**src/rtl/pc_seq_pkg.sv**
```systemverilog
// Shared types and decoder opcode constants for the program-counter sequencer.
package pc_seq_pkg;

    typedef enum logic [1:0] {
        IDLE = 2'd0,
        RUN  = 2'd1,
        HALT = 2'd2
    } state_t;

    localparam logic [4:0] OP_JE   = 5'b00011;
    localparam logic [4:0] OP_JZ   = 5'b00100;
    localparam logic [4:0] OP_JGT  = 5'b11001;
    localparam logic [4:0] OP_JLT  = 5'b11010;
    localparam logic [4:0] OP_CALL = 5'b01011;
    localparam logic [4:0] OP_RET  = 5'b01100;

    // Decoder helper: opcodes that must raise the jump strobe.
    function automatic logic is_jump_op(input logic [4:0] op);
        return (op == OP_JE) || (op == OP_JZ) || (op == OP_JGT) ||
               (op == OP_JLT) || (op == OP_CALL) || (op == OP_RET);
    endfunction

endpackage

```
**src/rtl/return_stack.sv**
```systemverilog
// Hardware return-address LIFO. The top entry comes only from registered state,
// so a push never feeds through to top in the same cycle.
module return_stack #(
    parameter int DEPTH = 4,
    parameter int W     = 10
) (
    input  logic                       clk,
    input  logic                       rst_n,
    input  logic                       push,
    input  logic                       pop,
    input  logic                       clear,
    input  logic [W-1:0]               din,
    output logic [W-1:0]               top,
    output logic                       full,
    output logic                       empty,
    output logic [$clog2(DEPTH+1)-1:0] depth
);

    localparam int AW = $clog2(DEPTH);
    localparam int DW = $clog2(DEPTH+1);

    logic [W-1:0]  mem [DEPTH];
    logic [AW-1:0] top_idx;

    assign top_idx = AW'(depth - DW'(1));
    assign top     = mem[top_idx];
    assign full    = (depth == DW'(DEPTH));
    assign empty   = (depth == '0);

    // NOTE: sequential state is written with <= so every flop samples pre-edge values.
    always_ff @(posedge clk or negedge rst_n) begin
        if (!rst_n) begin
            depth <= '0;
        end else if (clear) begin
            depth <= '0;
        end else if (push && !full) begin
            depth <= depth + DW'(1);
        end else if (pop && !empty) begin
            depth <= depth - DW'(1);
        end
    end

    // NOTE: storage has no reset; entries above depth are never read, so it maps to plain RAM/flops.
    always_ff @(posedge clk) begin
        if (push && !full) begin
            mem[AW'(depth)] <= din;
        end
    end

endmodule

```
**src/rtl/pc_sequencer.sv**
```systemverilog
// Program-counter sequencer: owns the PC, a return-address stack and the
// IDLE/RUN/HALT execution state with start/done handshaking.
module pc_sequencer
    import pc_seq_pkg::*;
#(
    parameter int PC_W     = 10,
    parameter int RS_DEPTH = 4,
    parameter int START_PC = 0
) (
    input  logic                          clk,
    input  logic                          rst_n,
    input  logic                          start,
    input  logic                          stall,
    input  logic                          halt,
    input  logic                          jump,
    input  logic                          call,
    input  logic                          ret,
    input  logic                          taken,
    input  logic [PC_W-1:0]               target,
    output logic [PC_W-1:0]               pc,
    output logic                          pc_valid,
    output logic                          done,
    output logic [$clog2(RS_DEPTH+1)-1:0] rs_depth,
    output logic                          rs_err
);

    localparam logic [PC_W-1:0] START = PC_W'(START_PC);

    state_t          state;
    logic [PC_W-1:0] pc_inc;
    logic [PC_W-1:0] rs_top;
    logic            rs_full;
    logic            rs_empty;
    logic            advance;
    logic            do_ret;
    logic            do_call;
    logic            rs_push;
    logic            rs_pop;
    logic            rs_clear;

    // Wraps modulo 2^PC_W; the pushed return address wraps the same way.
    assign pc_inc   = pc + PC_W'(1);

    assign advance  = (state == RUN) && !stall && !halt;
    assign do_ret   = advance && jump && ret;
    assign do_call  = advance && jump && call && !ret;
    assign rs_push  = do_call && !rs_full;
    assign rs_pop   = do_ret && !rs_empty;
    assign rs_clear = (state == HALT) && start;

    assign done     = (state == HALT);
    assign pc_valid = (state == RUN) && !stall;

    return_stack #(
        .DEPTH (RS_DEPTH),
        .W     (PC_W)
    ) u_rs (
        .clk   (clk),
        .rst_n (rst_n),
        .push  (rs_push),
        .pop   (rs_pop),
        .clear (rs_clear),
        .din   (pc_inc),
        .top   (rs_top),
        .full  (rs_full),
        .empty (rs_empty),
        .depth (rs_depth)
    );

    always_ff @(posedge clk or negedge rst_n) begin
        if (!rst_n) begin
            state  <= IDLE;
            pc     <= START;
            rs_err <= 1'b0;
        end else begin
            case (state)
                IDLE: begin
                    if (start) begin
                        state <= RUN;
                        pc    <= START;
                    end
                end
                RUN: begin
                    if (!stall) begin
                        if (halt) begin
                            state <= HALT;
                        end else if (jump && ret) begin
                            if (rs_empty) begin
                                rs_err <= 1'b1;
                                state  <= HALT;
                            end else begin
                                pc <= rs_top;
                            end
                        end else if (jump && call) begin
                            if (rs_full) begin
                                rs_err <= 1'b1;
                                state  <= HALT;
                            end else begin
                                pc <= target;
                            end
                        end else if (jump && taken) begin
                            pc <= target;
                        end else begin
                            pc <= pc_inc;
                        end
                    end
                end
                HALT: begin
                    if (start) begin
                        state  <= RUN;
                        pc     <= START;
                        rs_err <= 1'b0;
                    end
                end
                default: state <= IDLE;
            endcase
        end
    end

endmodule

```
**config.mk**
```make
export PLATFORM = sky130hd
export DESIGN_NAME = pc_sequencer
export DESIGN_NICKNAME = d
export VERILOG_FILES = /design/src/rtl/pc_seq_pkg.sv /design/src/rtl/return_stack.sv /design/src/rtl/pc_sequencer.sv
export SDC_FILE = /design/constraint.sdc
export NUM_CORES = 1
export LEC_CHECK = 0
export CAP_MARGIN = 0
export CELL_PAD_IN_SITES_DETAIL_PLACEMENT = 0
export CELL_PAD_IN_SITES_GLOBAL_PLACEMENT = 2
export CORE_MARGIN = 2
export CORE_UTILIZATION = 40
export CTS_CLUSTER_SIZE = 14
export DETAILED_ROUTE_END_ITERATION = 10
export GPL_TIMING_DRIVEN = 0
export PLACE_DENSITY = 0.84
export SLEW_MARGIN = 20
export SYNTH_ARGS = -nofsm -noshare
export SYNTH_HDL_FRONTEND = slang
export SYNTH_HIERARCHICAL = 1
export SYNTH_SLANG_ARGS = --single-unit
```
**constraint.sdc**
```tcl
create_clock -name clk -period 4.4 [get_ports clk]
set_input_delay 1.32 -clock clk [delete_from_list [all_inputs] [get_ports clk]]
set_output_delay 1.32 -clock clk [all_outputs]
set_load 0.05 [all_outputs]
```
* After elaboration in Yosys (flattened, before gate mapping)
Memories as Yosys holds them, arrays and structs flattened.
Cells that the tools add are included.
Widths: inputs -> output; s select.
** Word-level totals
- Memories kept :: 1
- Register bits after elaboration :: 16
- Bits in writable memories :: 40
- Output and inout port bits :: 16
- Input port bits :: 19
- Word-level logic and storage cells :: 81
** Operators by class
- Multiplexer cells :: 30
- Add/sub/neg operators :: 3
- Reductions and logical operators :: 28
- Equal/unequal tests :: 15
** Memory list
- u_rs.mem :: depth 4, bits a word 10, rd ports 1, clocked after Yosys merged registers in 0, write ports 1, RTL line return_stack.sv:22 : logic [W-1:0] mem [DEPTH];
** Operators with widths (number)
- $mux 10 :: 8
- $pmux 10 s2 :: 1
- $logic_and 1x1->1 :: 14
- $mux 2 :: 7
- $add 10x1->10 const B :: 1
- $mux 1 :: 9
- $mux 3 :: 3
- $ne 4x2->1 const B :: 2
- $reduce_and 7->1 :: 1
- $ne 2x2->1 const B :: 3
- $ne 3x1->1 const B :: 2
- $reduce_and 6->1 :: 1
- $logic_not 1->1 :: 5
- $reduce_and 5->1 :: 1
- $ne 4x3->1 const B :: 1
- $ne 4x4->1 const B :: 1
- $pmux 2 s2 :: 1
- $reduce_bool 2->1 :: 2
- $add 3x1->3 const B :: 1
- $eq 3x3->1 const B :: 1
- $logic_not 3->1 :: 1
- $ne 3x2->1 const B :: 1
- $ne 3x3->1 const B :: 1
- $reduce_bool 3->1 :: 1
- 7 further kinds :: 7

* Logic depth before layout (Yosys ltp)
- Word-level depth :: 10
- Depth in mapped cells :: 11
- Mapped depth without buffers :: 8

* Hierarchy
The synthesis kept the hierarchy.
** By module, submodules not included
- return_stack :: instances 1, cells each 90, area an instance 1771.7 um2, sequential area each 1276.2 um2
- pc_sequencer :: instances 1, cells each 133, area an instance 1073.5 um2, sequential area each 325.3 um2

* Least setup slack after synthesis
Ideal clock, no wire load.
- Kind :: register to register
- From :: register u_rs.depth[0]
- To :: memory u_rs.mem[3][0], enable pin
- Clock period less this slack :: 3369 ps
- Cell stages (with the launch flop) :: 9
- Buffers on the path :: 2
- Arrival time :: 3025 ps
- Slack :: 1031 ps
- Library setup time :: 343 ps
- Data required time :: 4057 ps
- Cells stage by stage :: dfrtp_1 buf_2 buf_6 inv_1 ha_1 and2_1 nor4_1 a21boi_0 and2_1
** Between the ends
- Word-level cells in the longest chain between the ends :: 6
** Ends and longest elaborated chain
- start: declaration :: RTL line return_stack.sv:16 : output logic [$clog2(DEPTH+1)-1:0] depth
- start signal: assignment :: RTL line return_stack.sv:37 : depth <= depth + DW'(1);
- start signal: assignment :: RTL line return_stack.sv:39 : depth <= depth - DW'(1);
- $eq 3x3->1 :: RTL line return_stack.sv:27 : assign full = (depth == DW'(DEPTH));
- named net rs_full :: RTL line pc_sequencer.sv:32 : logic rs_full;
- $logic_not 1->1 :: RTL line pc_sequencer.sv:47 : assign rs_push = do_call && !rs_full;
- $logic_and 1x1->1 :: RTL line pc_sequencer.sv:47
- named net rs_push :: RTL line pc_sequencer.sv:37 : logic rs_push;
- $logic_and 1x1->1 :: RTL line return_stack.sv:45 : if (push && !full) begin
- $mux 1 :: RTL line return_stack.sv:45
- $mux 1 (implied by the code) :: RTL line return_stack.sv:46 : mem[AW'(depth)] <= din;
- end: declaration :: RTL line return_stack.sv:22
The timed path passes the listed nets, and every way through them passes these cells.

* Final worst setup path
- From :: input port stall
- To :: memory u_rs.mem[3][1], enable pin
** Between the ends
- Word-level cells in the longest chain between the ends :: 10
** Ends and longest elaborated chain
- start: declaration :: RTL line pc_sequencer.sv:13 : input logic stall,
- $logic_not 1->1
- $logic_and 1x1->1 (2 in series) :: RTL line pc_sequencer.sv:44 : assign advance = (state == RUN) && !stall && !halt;
- $logic_and 1x1->1 (3 in series) :: RTL line pc_sequencer.sv:46 : assign do_call = advance && jump && call && !ret;
- $logic_and 1x1->1 :: RTL line pc_sequencer.sv:47
- named net rs_push :: RTL line pc_sequencer.sv:37
- $logic_and 1x1->1 :: RTL line return_stack.sv:45
- $mux 1 :: RTL line return_stack.sv:45
- $mux 1 (implied by the code) :: RTL line return_stack.sv:46
The timed path passes the listed nets, and every way through them passes these cells.

==> impl_metrics.json <==
{
  "vias": 1956,
  "wire_per_inst_um": 17.9,
  "maxCapViolations": 0,
  "synth.ff_latch_count": 56,
  "synth_top_family_by_area": "compound AO/OA/AOI/OAI gates",
  "seq_area_frac_synth": 0.563,
  "cp_top_family": "simple AND/OR/NAND/NOR gates",
  "synth_fa_ha_area_frac": 0.0396,
  "clock_path_buffers": 2,
  "synthSimpleGateAreaFrac": 0.124,
  "antenna_found_initial": 0,
  "grt_max_degree": 18,
  "dr.pass1.iters": 4,
  "ys_types": 47,
  "worst_slew_pin_slew_ps": 1060,
  "cts_resized": 0,
  "p_leak_nw": 1.23,
  "status": "complete, no violations",
  "start_kind": "input port",
  "viasPerCell": 5.42,
  "fin_crit_sh": 0.914,
  "synthCells": 223,
  "worstSetupPathType": "in2reg",
  "rsz0062_at_grt": "no",
  "synth_area_um2": 2850,
  "grt_overflow": 0,
  "antenna_cells": 0,
  "crit_path_max_fanout": 10,
  "numPortBuffers": 34,
  "die_h_um": 88.3,
  "core_um2": 6830,
  "final_area_um2": 3390,
  "muxShareOfSynthArea": 0.0941,
  "clock_skew_ps": 8.82,
  "worst_ir_drop_vdd_mv": 0.254,
  "clkLatencyLatePin_ps": 310,
  "ctsHoldBuffers": 0,
  "path_cells": "clkdlybuf4s50_1, nor2_1, nand2_1, nor4_1, a21boi_0, and2_1",
  "post_synth.cell_area_avg_um2": 12.8,
  "place_congestion": 0.803,
  "maxSlewViolCount": 0,
  "drt_iter0_markers": 166,
  "cts.sinks": 56,
  "syn_nets": 251,
  "n_fill_cell": 641,
  "synth_warnings": 6,
  "period_needed_ps": 4020,
  "drt_wl_total_um": 6460,
  "arrival_ps": 3970,
  "hold_viol_final": 0,
  "area_growth_pct": 19.2,
  "cts_root_buf": "clkbuf_8",
  "synth-compound-area-share": 0.128,
  "dp_hpwl_um": 4510,
  "drcViolationCount": 0,
  "ios": 35,
  "fmax_ghz": 0.249,
  "rows": 30,
  "clk_pin_slew_ps": 100,
  "crit_required_ps": 4350,
  "cts_tree": "yes",
  "place_area_um2": 3310,
  "cts_buffers": 5,
  "num-nets-final": 292,
  "max_stage_delay_ps": 870,
  "grt_pass1_vias": 1906,
  "worst_setup_path_end_kind": "register",
  "initial_core_util": 0.416,
  "maxSlewHeadroom": 0.290,
  "die_w_um": 88.3,
  "antenna_left": 0,
  "cp_num_buf_inv": 1,
  "gr-usage-all-layers": 0.177,
  "post-cts-setup-buffer-count": 0,
  "fin_tns_setup_ps": 0,
  "hp-class": "reg2reg",
  "design.die.area_um2": 7800,
  "drive_gt1_frac": 0.117,
  "setup_viol": 0,
  "cp_slowest_cell": "nor4_1",
  "synth-xor-area-share": 0.0215,
  "htreeDepth": 2,
  "grt_pass1_wl_um": 10200,
  "p_per_area_nw_per_um2": 584
}
## area by class of cell
| type | instances | area (µm²) | area share |
|---|---|---|---|
| multi-input combinational | 152 | 1160 | 0.342 |
| clock buffer | 6 | 72.6 | 0.0214 |
| sequential | 56 | 1600 | 0.472 |
| clock inverter | 2 | 13.8 | 0.00406 |
| buffer | 7 | 52.6 | 0.0155 |
| inverter | 8 | 30.0 | 0.00885 |
| timing repair buffer | 34 | 340 | 0.100 |
| tap | 96 | 120 | 0.0354 |
## where the power goes
part	internal [mW]	switching (mW)	leakage, nW
registers	0.666	0.0801	0.571
logic	0.388	0.565	0.617
clock network	0.114	0.166	0.0456
## flip-flops by register name, indices dropped and copies added (netlist names)
name and count:
u_rs/depth 3, u_rs/mem 40, state 2, rs_err 1, pc 10
## cell usage after synthesis (all sizes together)
| cell type | number | area (µm²) |
|---|---|---|
| o2bb2ai | 3 | 32.5 |
| ha | 9 | 113 |
| mux2i | 2 | 20.0 |
| nand3b | 1 | 7.51 |
| and4 | 2 | 17.5 |
| buf | 6 | 48.8 |
| nand4 | 2 | 12.5 |
| and3 | 2 | 12.5 |
| a21o | 2 | 22.5 |
| o211ai | 1 | 7.51 |
| edfxtp | 40 | 1200 |
| o31a | 4 | 35.0 |
| a311o | 1 | 11.3 |
| o21ai | 12 | 60.1 |
| o21a | 2 | 15.0 |
| xor2 | 2 | 17.5 |
| o21bai | 2 | 15.0 |
| a2bb2oi | 1 | 8.76 |
| dfrtp | 16 | 400 |
| or3 | 2 | 12.5 |
| nand2 | 24 | 90.1 |
| a21bo | 1 | 10.0 |
| mux2 | 2 | 22.5 |
| xnor2 | 5 | 43.8 |
| a311oi | 2 | 17.5 |
| a21oi | 6 | 30.0 |
| nor2 | 14 | 52.6 |
| o41ai | 2 | 17.5 |
| clkbuf | 1 | 3.75 |
| inv | 8 | 30.0 |
| nand3 | 7 | 35.0 |
| mux4 | 10 | 225 |
| nand2b | 3 | 18.8 |
| nor2b | 2 | 12.5 |
| a211oi | 3 | 22.5 |
| nor4 | 1 | 6.26 |
| nor3 | 6 | 30.0 |
| a31oi | 2 | 12.5 |
| a21boi | 2 | 15.0 |
| a2111oi | 1 | 15.0 |
| and2 | 7 | 46.3 |
| a22o | 2 | 17.5 |
## final timing paths
check	startpoint	to	slack (ps)	depth (start not counted)
min in group asynchronous	rst_n	rs_err	1490	1
max	stall	u_rs/mem[3][1]	380	6
max in group asynchronous	rst_n	u_rs/depth[1]	2370	1
min	rs_err	rs_err	500	1
max reg2reg	u_rs/depth[0]	u_rs/mem[3][1]	570	8
min reg2reg	rs_err	rs_err	500	1
## layer usage
| layer | global-route usage | wire (µm) | up-vias |
|---|---|---|---|
| met3 | 0.0317 | 309 | 4 |
| met2 | 0.295 | 3240 | 51 |
| met1 | 0.237 | 2870 | 972 |
| li1 | - | - | 929 |
| met5 | 0 | 0 | - |
| met4 | 0.0537 | 42 | 0 |
## cell families after synthesis
group / after synthesis
and+or+nand+nor: 73
DFF: 56
muxes: 14
buffers and inverters: 15
AOI/OAI and AO/OA: 49
adders and majority gates: 9
xor gates and xnor gates: 7
## per-stage QoR
step | total power, mW | utilization | setup slack (ps) | hold WS, ps | std cells
after floorplan | 1.43 | - | 1030 | 573 | 223
after global placement | 1.71 | 0.484 | 80.4 | 473 | 353
after detailed placement | 1.72 | 0.484 | 112 | 474 | 353
after CTS | 2.00 | 0.497 | 376 | 502 | 361
after global routing | 2.10 | 0.497 | 130 | 536 | 361
final | 1.98 | 0.497 | 379 | 496 | 361
## layout by cell type (no fill, tap or decap), types with 2 or more instances in the layout
master / count
a22o_1: 2
nand2b_1: 3
a211oi_1: 3
o41ai_1: 2
inv_1: 8
and2_1: 6
o21bai_1: 2
buf_2: 3
edfxtp_1: 40
nor3_1: 6
and3_1: 2
and4_1: 2
nand2_1: 24
nor2b_1: 2
mux2_2: 2
a21boi_0: 2
buf_6: 3
nor2_1: 14
clkdlybuf4s50_1: 34
ha_1: 9
o31a_1: 4
nand3_1: 7
o2bb2ai_1: 2
o21a_1: 2
a21oi_1: 6
clkbuf_8: 5
xnor2_1: 5
o21ai_0: 11
nand4_1: 2
mux2i_1: 2
clkbuf_1: 2
mux4_2: 10
dfrtp_1: 16
a31oi_1: 2
xor2_1: 2
or3_1: 2
a311oi_1: 2
Note: power is estimated with default switching activity, not from simulation.
